<file path="src/rtl/pipe_lsu_pkg.sv">
// rtl/pipe_lsu_pkg.sv - shared constants, types and helpers for the MEM-stage load/store unit
package pipe_lsu_pkg;

    localparam logic [6:0] OP_LOAD  = 7'b0000011;
    localparam logic [6:0] OP_STORE = 7'b0100011;

    localparam logic [2:0] F3_B  = 3'b000;
    localparam logic [2:0] F3_H  = 3'b001;
    localparam logic [2:0] F3_W  = 3'b010;
    localparam logic [2:0] F3_D  = 3'b011;
    localparam logic [2:0] F3_BU = 3'b100;
    localparam logic [2:0] F3_HU = 3'b101;
    localparam logic [2:0] F3_WU = 3'b110;

    localparam logic [1:0] EXC_MISALIGN = 2'b00;
    localparam logic [1:0] EXC_RANGE    = 2'b01;
    localparam logic [1:0] EXC_ILLEGAL  = 2'b10;
    localparam logic [1:0] EXC_TIMEOUT  = 2'b11;

    typedef enum logic [1:0] {
        S_IDLE = 2'b00,
        S_REQ  = 2'b01,
        S_RESP = 2'b10,
        S_DONE = 2'b11
    } lsu_state_e;

    // Byte-enable pattern for an access of 1/2/4/8 bytes, before lane shift.
    function automatic logic [7:0] size_mask(input logic [1:0] sz);
        case (sz)
            2'b00:   size_mask = 8'h01;
            2'b01:   size_mask = 8'h03;
            2'b10:   size_mask = 8'h0F;
            default: size_mask = 8'hFF;
        endcase
    endfunction

    // Low address bits that must be zero for a naturally aligned access.
    function automatic logic [2:0] align_mask(input logic [1:0] sz);
        case (sz)
            2'b00:   align_mask = 3'b000;
            2'b01:   align_mask = 3'b001;
            2'b10:   align_mask = 3'b011;
            default: align_mask = 3'b111;
        endcase
    endfunction

endpackage

</file>
<file path="src/rtl/pipe_lsu_align.sv">
// rtl/pipe_lsu_align.sv - byte-lane steering for stores and lane extraction/extension for loads
//
// Ports:
//   f3_i       access width/sign encoding
//   off_i      byte offset within the doubleword (ea[2:0])
//   st_data_i  store data, right-justified
//   ld_raw_i   raw doubleword returned by memory
//   be_o       byte enables for the access
//   st_lane_o  store data shifted into its byte lanes
//   ld_ext_o   load result, right-justified and sign/zero-extended
module lsu_align
    import pipe_lsu_pkg::*;
(
    input  logic [2:0]  f3_i,
    input  logic [2:0]  off_i,
    input  logic [63:0] st_data_i,
    input  logic [63:0] ld_raw_i,
    output logic [7:0]  be_o,
    output logic [63:0] st_lane_o,
    output logic [63:0] ld_ext_o
);

    logic [5:0]  bit_off;
    logic [63:0] lane;

    assign bit_off   = {off_i, 3'b000};
    assign be_o      = size_mask(f3_i[1:0]) << off_i;
    assign st_lane_o = st_data_i << bit_off;
    assign lane      = ld_raw_i >> bit_off;

    always_comb begin
        ld_ext_o = '0;
        case (f3_i)
            F3_B:    ld_ext_o = {{56{lane[7]}},  lane[7:0]};
            F3_H:    ld_ext_o = {{48{lane[15]}}, lane[15:0]};
            F3_W:    ld_ext_o = {{32{lane[31]}}, lane[31:0]};
            F3_D:    ld_ext_o = lane;
            F3_BU:   ld_ext_o = {56'd0, lane[7:0]};
            F3_HU:   ld_ext_o = {48'd0, lane[15:0]};
            F3_WU:   ld_ext_o = {32'd0, lane[31:0]};
            default: ld_ext_o = '0;
        endcase
    end

endmodule

</file>
<file path="src/rtl/pipe_lsu.sv">
// rtl/pipe_lsu.sv - MEM-stage load/store initiator with req/gnt/rvalid handshake and stall
//
// Ports:
//   clk, rst_n                 clock, asynchronous active-low reset
//   ex_valid/ex_ready          instruction handoff from EX/MEM
//   op, f3, rs1, rs2, imm12    opcode, width/sign, base, store data, offset
//   rd_idx                     load destination register
//   mem_req/mem_gnt            request handshake to doubleword memory
//   mem_we/mem_addr/mem_be     store flag, dword index, byte enables
//   mem_wdata                  lane-aligned store data
//   mem_rvalid/mem_rdata       load response
//   stall                      hold upstream stages while busy
//   wb_valid/wb_rd_idx/wb_data one-cycle load writeback
//   exc_valid/exc_cause/exc_addr one-cycle exception report
module pipe_lsu
    import pipe_lsu_pkg::*;
#(
    parameter int ADDR_W  = 10,
    parameter int TIMEOUT = 255
) (
    input  logic              clk,
    input  logic              rst_n,
    input  logic              ex_valid,
    output logic              ex_ready,
    input  logic [6:0]        op,
    input  logic [2:0]        f3,
    input  logic [63:0]       rs1,
    input  logic [63:0]       rs2,
    input  logic [11:0]       imm12,
    input  logic [4:0]        rd_idx,
    output logic              mem_req,
    input  logic              mem_gnt,
    output logic              mem_we,
    output logic [ADDR_W-1:0] mem_addr,
    output logic [7:0]        mem_be,
    output logic [63:0]       mem_wdata,
    input  logic              mem_rvalid,
    input  logic [63:0]       mem_rdata,
    output logic              stall,
    output logic              wb_valid,
    output logic [4:0]        wb_rd_idx,
    output logic [63:0]       wb_data,
    output logic              exc_valid,
    output logic [1:0]        exc_cause,
    output logic [63:0]       exc_addr
);

    localparam int              CNT_W   = $clog2(TIMEOUT + 1);
    localparam logic [CNT_W-1:0] TO_LAST = CNT_W'(TIMEOUT - 1);

    lsu_state_e       state_q;
    logic [63:0]      ea_q;
    logic [2:0]       f3_q;
    logic [63:0]      rs2_q;
    logic [4:0]       rd_q;
    logic             is_store_q;
    logic             mem_req_q;
    logic [CNT_W-1:0] cnt_q;
    logic             wb_valid_q;
    logic [4:0]       wb_rd_idx_q;
    logic [63:0]      wb_data_q;
    logic             exc_valid_q;
    logic [1:0]       exc_cause_q;
    logic [63:0]      exc_addr_q;

    logic        is_load;
    logic        is_store;
    logic        accept;
    logic [63:0] ea_d;
    logic        illegal_d;
    logic        misal_d;
    logic        oor_d;
    logic        fault_d;
    logic [1:0]  cause_d;

    logic [7:0]  be_w;
    logic [63:0] wdata_w;
    logic [63:0] ld_ext_w;

    assign is_load  = (op == OP_LOAD);
    assign is_store = (op == OP_STORE);
    assign accept   = (state_q == S_IDLE) && ex_valid && (is_load || is_store);

    assign ea_d      = rs1 + {{52{imm12[11]}}, imm12};
    assign illegal_d = is_load ? (f3 == 3'b111) : f3[2];
    assign misal_d   = |(ea_d[2:0] & align_mask(f3[1:0]));
    assign oor_d     = |ea_d[63:ADDR_W+3];

    // Illegal width outranks misalignment, which outranks range.
    always_comb begin
        fault_d = 1'b1;
        cause_d = EXC_ILLEGAL;
        if (illegal_d) begin
            cause_d = EXC_ILLEGAL;
        end else if (misal_d) begin
            cause_d = EXC_MISALIGN;
        end else if (oor_d) begin
            cause_d = EXC_RANGE;
        end else begin
            fault_d = 1'b0;
        end
    end

    lsu_align u_align (
        .f3_i      (f3_q),
        .off_i     (ea_q[2:0]),
        .st_data_i (rs2_q),
        .ld_raw_i  (mem_rdata),
        .be_o      (be_w),
        .st_lane_o (wdata_w),
        .ld_ext_o  (ld_ext_w)
    );

    always_ff @(posedge clk or negedge rst_n) begin
        if (!rst_n) begin
            state_q     <= S_IDLE;
            ea_q        <= '0;
            f3_q        <= '0;
            rs2_q       <= '0;
            rd_q        <= '0;
            is_store_q  <= 1'b0;
            mem_req_q   <= 1'b0;
            cnt_q       <= '0;
            wb_valid_q  <= 1'b0;
            wb_rd_idx_q <= '0;
            wb_data_q   <= '0;
            exc_valid_q <= 1'b0;
            exc_cause_q <= '0;
            exc_addr_q  <= '0;
        end else begin
            wb_valid_q  <= 1'b0;
            exc_valid_q <= 1'b0;
            case (state_q)
                S_IDLE: begin
                    if (accept) begin
                        ea_q       <= ea_d;
                        f3_q       <= f3;
                        rs2_q      <= rs2;
                        rd_q       <= rd_idx;
                        is_store_q <= is_store;
                        cnt_q      <= '0;
                        if (fault_d) begin
                            exc_valid_q <= 1'b1;
                            exc_cause_q <= cause_d;
                            exc_addr_q  <= ea_d;
                            state_q     <= S_DONE;
                        end else begin
                            mem_req_q <= 1'b1;
                            state_q   <= S_REQ;
                        end
                    end
                end
                S_REQ: begin
                    // A grant on the final waiting cycle still wins over the timeout.
                    if (mem_gnt) begin
                        mem_req_q <= 1'b0;
                        cnt_q     <= '0;
                        state_q   <= is_store_q ? S_DONE : S_RESP;
                    end else if (cnt_q == TO_LAST) begin
                        mem_req_q   <= 1'b0;
                        exc_valid_q <= 1'b1;
                        exc_cause_q <= EXC_TIMEOUT;
                        exc_addr_q  <= ea_q;
                        state_q     <= S_DONE;
                    end else begin
                        cnt_q <= cnt_q + CNT_W'(1);
                    end
                end
                S_RESP: begin
                    if (mem_rvalid) begin
                        wb_valid_q  <= 1'b1;
                        wb_data_q   <= ld_ext_w;
                        wb_rd_idx_q <= rd_q;
                        state_q     <= S_DONE;
                    end else if (cnt_q == TO_LAST) begin
                        exc_valid_q <= 1'b1;
                        exc_cause_q <= EXC_TIMEOUT;
                        exc_addr_q  <= ea_q;
                        state_q     <= S_DONE;
                    end else begin
                        cnt_q <= cnt_q + CNT_W'(1);
                    end
                end
                S_DONE: begin
                    state_q <= S_IDLE;
                end
                default: begin
                    state_q <= S_IDLE;
                end
            endcase
        end
    end

    // Bus fields are forced to zero outside an active request so idle outputs stay quiet.
    assign mem_req   = mem_req_q;
    assign mem_we    = mem_req_q & is_store_q;
    assign mem_addr  = mem_req_q ? ea_q[ADDR_W+2:3] : '0;
    assign mem_be    = mem_req_q ? be_w : 8'h00;
    assign mem_wdata = mem_req_q ? wdata_w : 64'd0;

    assign ex_ready  = (state_q == S_IDLE);
    assign stall     = (state_q != S_IDLE);
    assign wb_valid  = wb_valid_q;
    assign wb_rd_idx = wb_rd_idx_q;
    assign wb_data   = wb_data_q;
    assign exc_valid = exc_valid_q;
    assign exc_cause = exc_cause_q;
    assign exc_addr  = exc_addr_q;

endmodule
</file>
<file path="config.mk">
export PLATFORM = sky130hd
export DESIGN_NAME = pipe_lsu
export DESIGN_NICKNAME = d
export VERILOG_FILES = /design/src/rtl/pipe_lsu_pkg.sv /design/src/rtl/pipe_lsu_align.sv /design/src/rtl/pipe_lsu.sv
export SDC_FILE = /design/constraint.sdc
export NUM_CORES = 1
export LEC_CHECK = 0
export ABC_CLOCK_PERIOD_IN_PS = 3400
export CAP_MARGIN = 25
export CORE_ASPECT_RATIO = 0.7
export CORE_MARGIN = 2
export CORE_UTILIZATION = 50
export DETAILED_ROUTE_END_ITERATION = 16
export PLACE_DENSITY = 0.89
export REMOVE_ABC_BUFFERS = 1
export SLEW_MARGIN = 10
export SYNTH_ARGS = -nofsm -noshare
export SYNTH_HDL_FRONTEND = slang
export SYNTH_HIERARCHICAL = 1
export SYNTH_SLANG_ARGS = --single-unit
</file>
<file path="constraint.sdc">
create_clock -name clk -period 3.4 [get_ports clk]
set_input_delay 1.02 -clock clk [delete_from_list [all_inputs] [get_ports clk]]
set_output_delay 1.02 -clock clk [all_outputs]
set_load 0.01 [all_outputs]
</file>
==> metrics.md <==
| Metric | Value |
|---|---|
| Status | finished, violations left |
| Initial drt markers | 2742 |
| Critical path required time | 3.88 ns |
| Root Buffer | clkbuf_16 |
| Leak | 15.1 nW |
| Via density | 6.13 |
| Die area | 0.0443 sq mm |
| Reg-to-reg endpoint | exc_addr[14] |
| Port Buf Inserts | about 450 |
| HP Class | primary input to asynchronous set/reset pin |
| Number of buffers inserted by hold repair at cts | 0 |
| Synthesized cell area | 0.0213 sq mm |
| Worst setup margin | -1.29 ns |
| Critical path's slowest cell | o31a_4 |
| Critical Path End Type | flip-flop |
| Drt wl/cell | between 20 and 25 um |
| Failing checks | setup timing |
| Slew margin rel. | 31.0% |
| Post-synthesis sequential area ratio | 33.5% |
| Final count of hold timing violations | 0 |
| Core area | about 0.042 sq mm |
| Area delta synth->final | 57.1% |
| Global-route wire length before repair | 137000 um |
| Post-synth EDFFs | 0 |
| Syn Inst Count | roughly 2.6k |
| Unrepaired setup endpoints after global routing | true |
| Final period utilization | 138% |
| DRC Markers | 0 |
| Slew @ Worst Pin | 1.03 ns |
| Register area | 0.00714 sq mm |
| Yosys cell types | 91 |
| Final #Nets | around 3.8k |
| DP Worst Slack | -2.14 ns |
| Num rows | 63 |
| Crit Path Class | primary input to flip-flop |
| Final Critical Period | between 4 and 5 ns |
| Max layer used | met4 |
| Worst-path clk slew | 0.07 ns |
| Met3 WL | 9510 um |
| Largest stage delay on the critical path | 0.44 ns |
| Final WL | between 90000 and 100000 um |
| Internal reg-to-reg setup slack | 0.61 ns |
| Routed wl met2 | about 40000 um |
| Post-DP HPWL | 61800 um |
| Antenna Violating Nets Remaining | 0 |
| Area of the multi-input gates | ~0.015 sq mm |
| Largest net degree at the start of global routing | 109 |
| Startpoint types | primary input |
| Commonest cells after routing, fill and taps aside | 732 x nand2_1, 446 x buf_4, 326 x clkdlybuf4s50_1, 281 x dfrtp_1, 164 x o21ai_0 |
| Vias in the first global route | 24.1k |
| Post-synthesis async set-or-reset flop share | 100% |
| Placed Area | 0.0289 sq mm |
| Reg2Reg Depth | 10 |
| Ports | 447 |
| Crit path max fanout | 6 |
| Most common cell after layout, fill and taps aside | nand2_1 |
| Setup Skew | 0.0219 ns |
| Initial antenna violation count | 6 |
| CTS max path bufs | 3 |
| CP Data Arrival Time | 5.17 ns |
| CTS sink cnt | 285 |
| Wire length on met1 | 35700 um |
| Gpl congestion | 1.00 |
| F_max | 213 MHz |
| Clock Latency Late Sink | 0.62 ns |
| Top_reg_cell synth | dfrtp_1 |
| CTS tree | done |
| Fill count | 2675 |
| Peak VDD IR | 477 uV |
| Post-route cell area | ~0.033 sq mm |
| Hold_ws | 0.391 ns |
| CTS buffer count | 30 |
| Total gr overflow | 0 |
| Most used cell, CP | buf_4 |
| Die Y | approximately 180 um |
| Synth warn | 6 |
| GRT Util Overall | roughly two fifths |
| Final Max Tran Viols | 0 |
| CP cell instances | clkdlybuf4s15_2, ha_4, o211ai_1, buf_4, o21ai_2, a211oi_4, o311ai_2, buf_4, a21oi_4, xnor2_4, a2111oi_4, nand4_1, nor4_4, nand4b_1, o31a_4, buf_8, buf_12, mux2_4 |
| Syn avg cell area | 8.10 sq um |
| Layout cells sized above 1 | 32.0% |
| PD cells | 634 mW/mm^2 |
| Total chip power | 21.2 mW |
| Post-synthesis register bit count | 285 |
| Max Cap Viol | 0 |
| Critical R2R Launch | state_q[0] |
| Htree depth | 1 |
| Initial Util | 50.5% |
| Initial DRT Pass Iterations | 6 |
| Via count of the routed design | ~25k |
| Die X | 251 um |
| Setup Viol. Count Final | 85 |
-- cell type report --
type                       count  area share, %
multi-input combinational   2133           45.5
timing repair buffer         993           27.3
sequential                   285           21.4
clock buffer                  37           2.47
tap                          552           2.07
clock inverter                19          0.992
inverter                      28          0.314
antenna                        5         0.0374
-- what timing repair did --
action                                  CTS  global route
buffers inserted                        109            28
pin swaps                               141            92
endpoints found under the setup margin  159           134
gates cloned                             12             5
gates resized for setup                 598           214
-- critical path, delay by kind of cell --
family	cells	cell delay, ns
xor gates and xnor gates	1	0.12
AOI/OAI and AO/OA	7	1.84
and+or+nand+nor	3	0.76
muxes	1	0.30
adders and majority gates	1	0.26
buffers and inverters	5	0.87
-- sequential cells by signal (all words and copies together) (netlist names) --
name and cells:
state_q 2, is_store_q 1, wb_valid 1, exc_addr 64
mem_req 1, wb_data 64, exc_cause 2, exc_valid 1
ea_q 64, cnt_q 8, f3_q 3, wb_rd_idx 5
rs2_q 64, rd_q 5
-- through the flow --
| stage | util (%) | cells | setup TNS [ns] |
|---|---|---|---|
| after floorplan | - | 2446 | -981.67 |
| after global placement | 68.6 | 3865 | -168.42 |
| after detailed placement | 68.6 | 3865 | -174.75 |
| after CTS | 77.8 | 4034 | -67.79 |
| after global routing | 79.3 | 4052 | -93.49 |
| final | 79.3 | 4052 | -85.09 |
-- layer usage --
metal	vias up	global-route usage, %
met3	350	9.08
met4	0	17.1
met5	-	0
li1	10900	-
met1	11900	51.4
met2	1692	62.2
-- worst max path at each step --
stage | start | to | cells past startpoint
after detailed placement | rs1[12] | exc_addr[37] | 16
after global placement | rs1[12] | exc_addr[32] | 16
after floorplan | op[3] | exc_addr[0] | 8
after global routing | imm12[2] | exc_addr[23] | 18
after CTS | imm12[11] | exc_addr[41] | 20
final | imm12[2] | exc_addr[26] | 18
-- synthesized netlist by cell type (21+ instances only) --
cell type / count / share of area (%)
mux2i_1: 108 / 5.1
dfrtp_1: 285 / 34
o21ai_0: 219 / 5.2
ha_1: 69 / 4.1
o211ai_1: 36 / 1.3
mux4_2: 22 / 2.3
inv_1: 26 / 0.46
and2_1: 102 / 3.0
a21oi_1: 145 / 3.4
nor3_1: 25 / 0.59
mux2_2: 65 / 3.4
nand3_1: 27 / 0.63
clkbuf_1: 97 / 1.7
xnor2_1: 31 / 1.3
nor2_1: 132 / 2.3
nand4_1: 64 / 1.9
o22ai_1: 21 / 0.62
xor2_1: 25 / 1.0
buf_2: 39 / 0.92
mux2_4: 39 / 2.8
nand2_1: 750 / 13
-- power breakdown --
group | leakage, nW | switching (mW) | internal, mW | total (mW)
combinational | 10.7 | 5.98 | 6.00 | 12.0
clock | 0.561 | 1.56 | 2.34 | 3.90
sequential | 3.75 | 0.866 | 4.44 | 5.30
-- logic make-up after synthesis --
group                      after synthesis  synth area share, %
adders and majority gates               70                 4.15
DFF                                    285                 33.5
xor gates and xnor gates                56                 2.30
AOI/OAI and AO/OA                      570                 16.3
buffers and inverters                  208                 4.89
muxes                                  236                 13.8
and+or+nand+nor                       1201                 25.0
No activity file was read; power rests on OpenSTA's default activity.
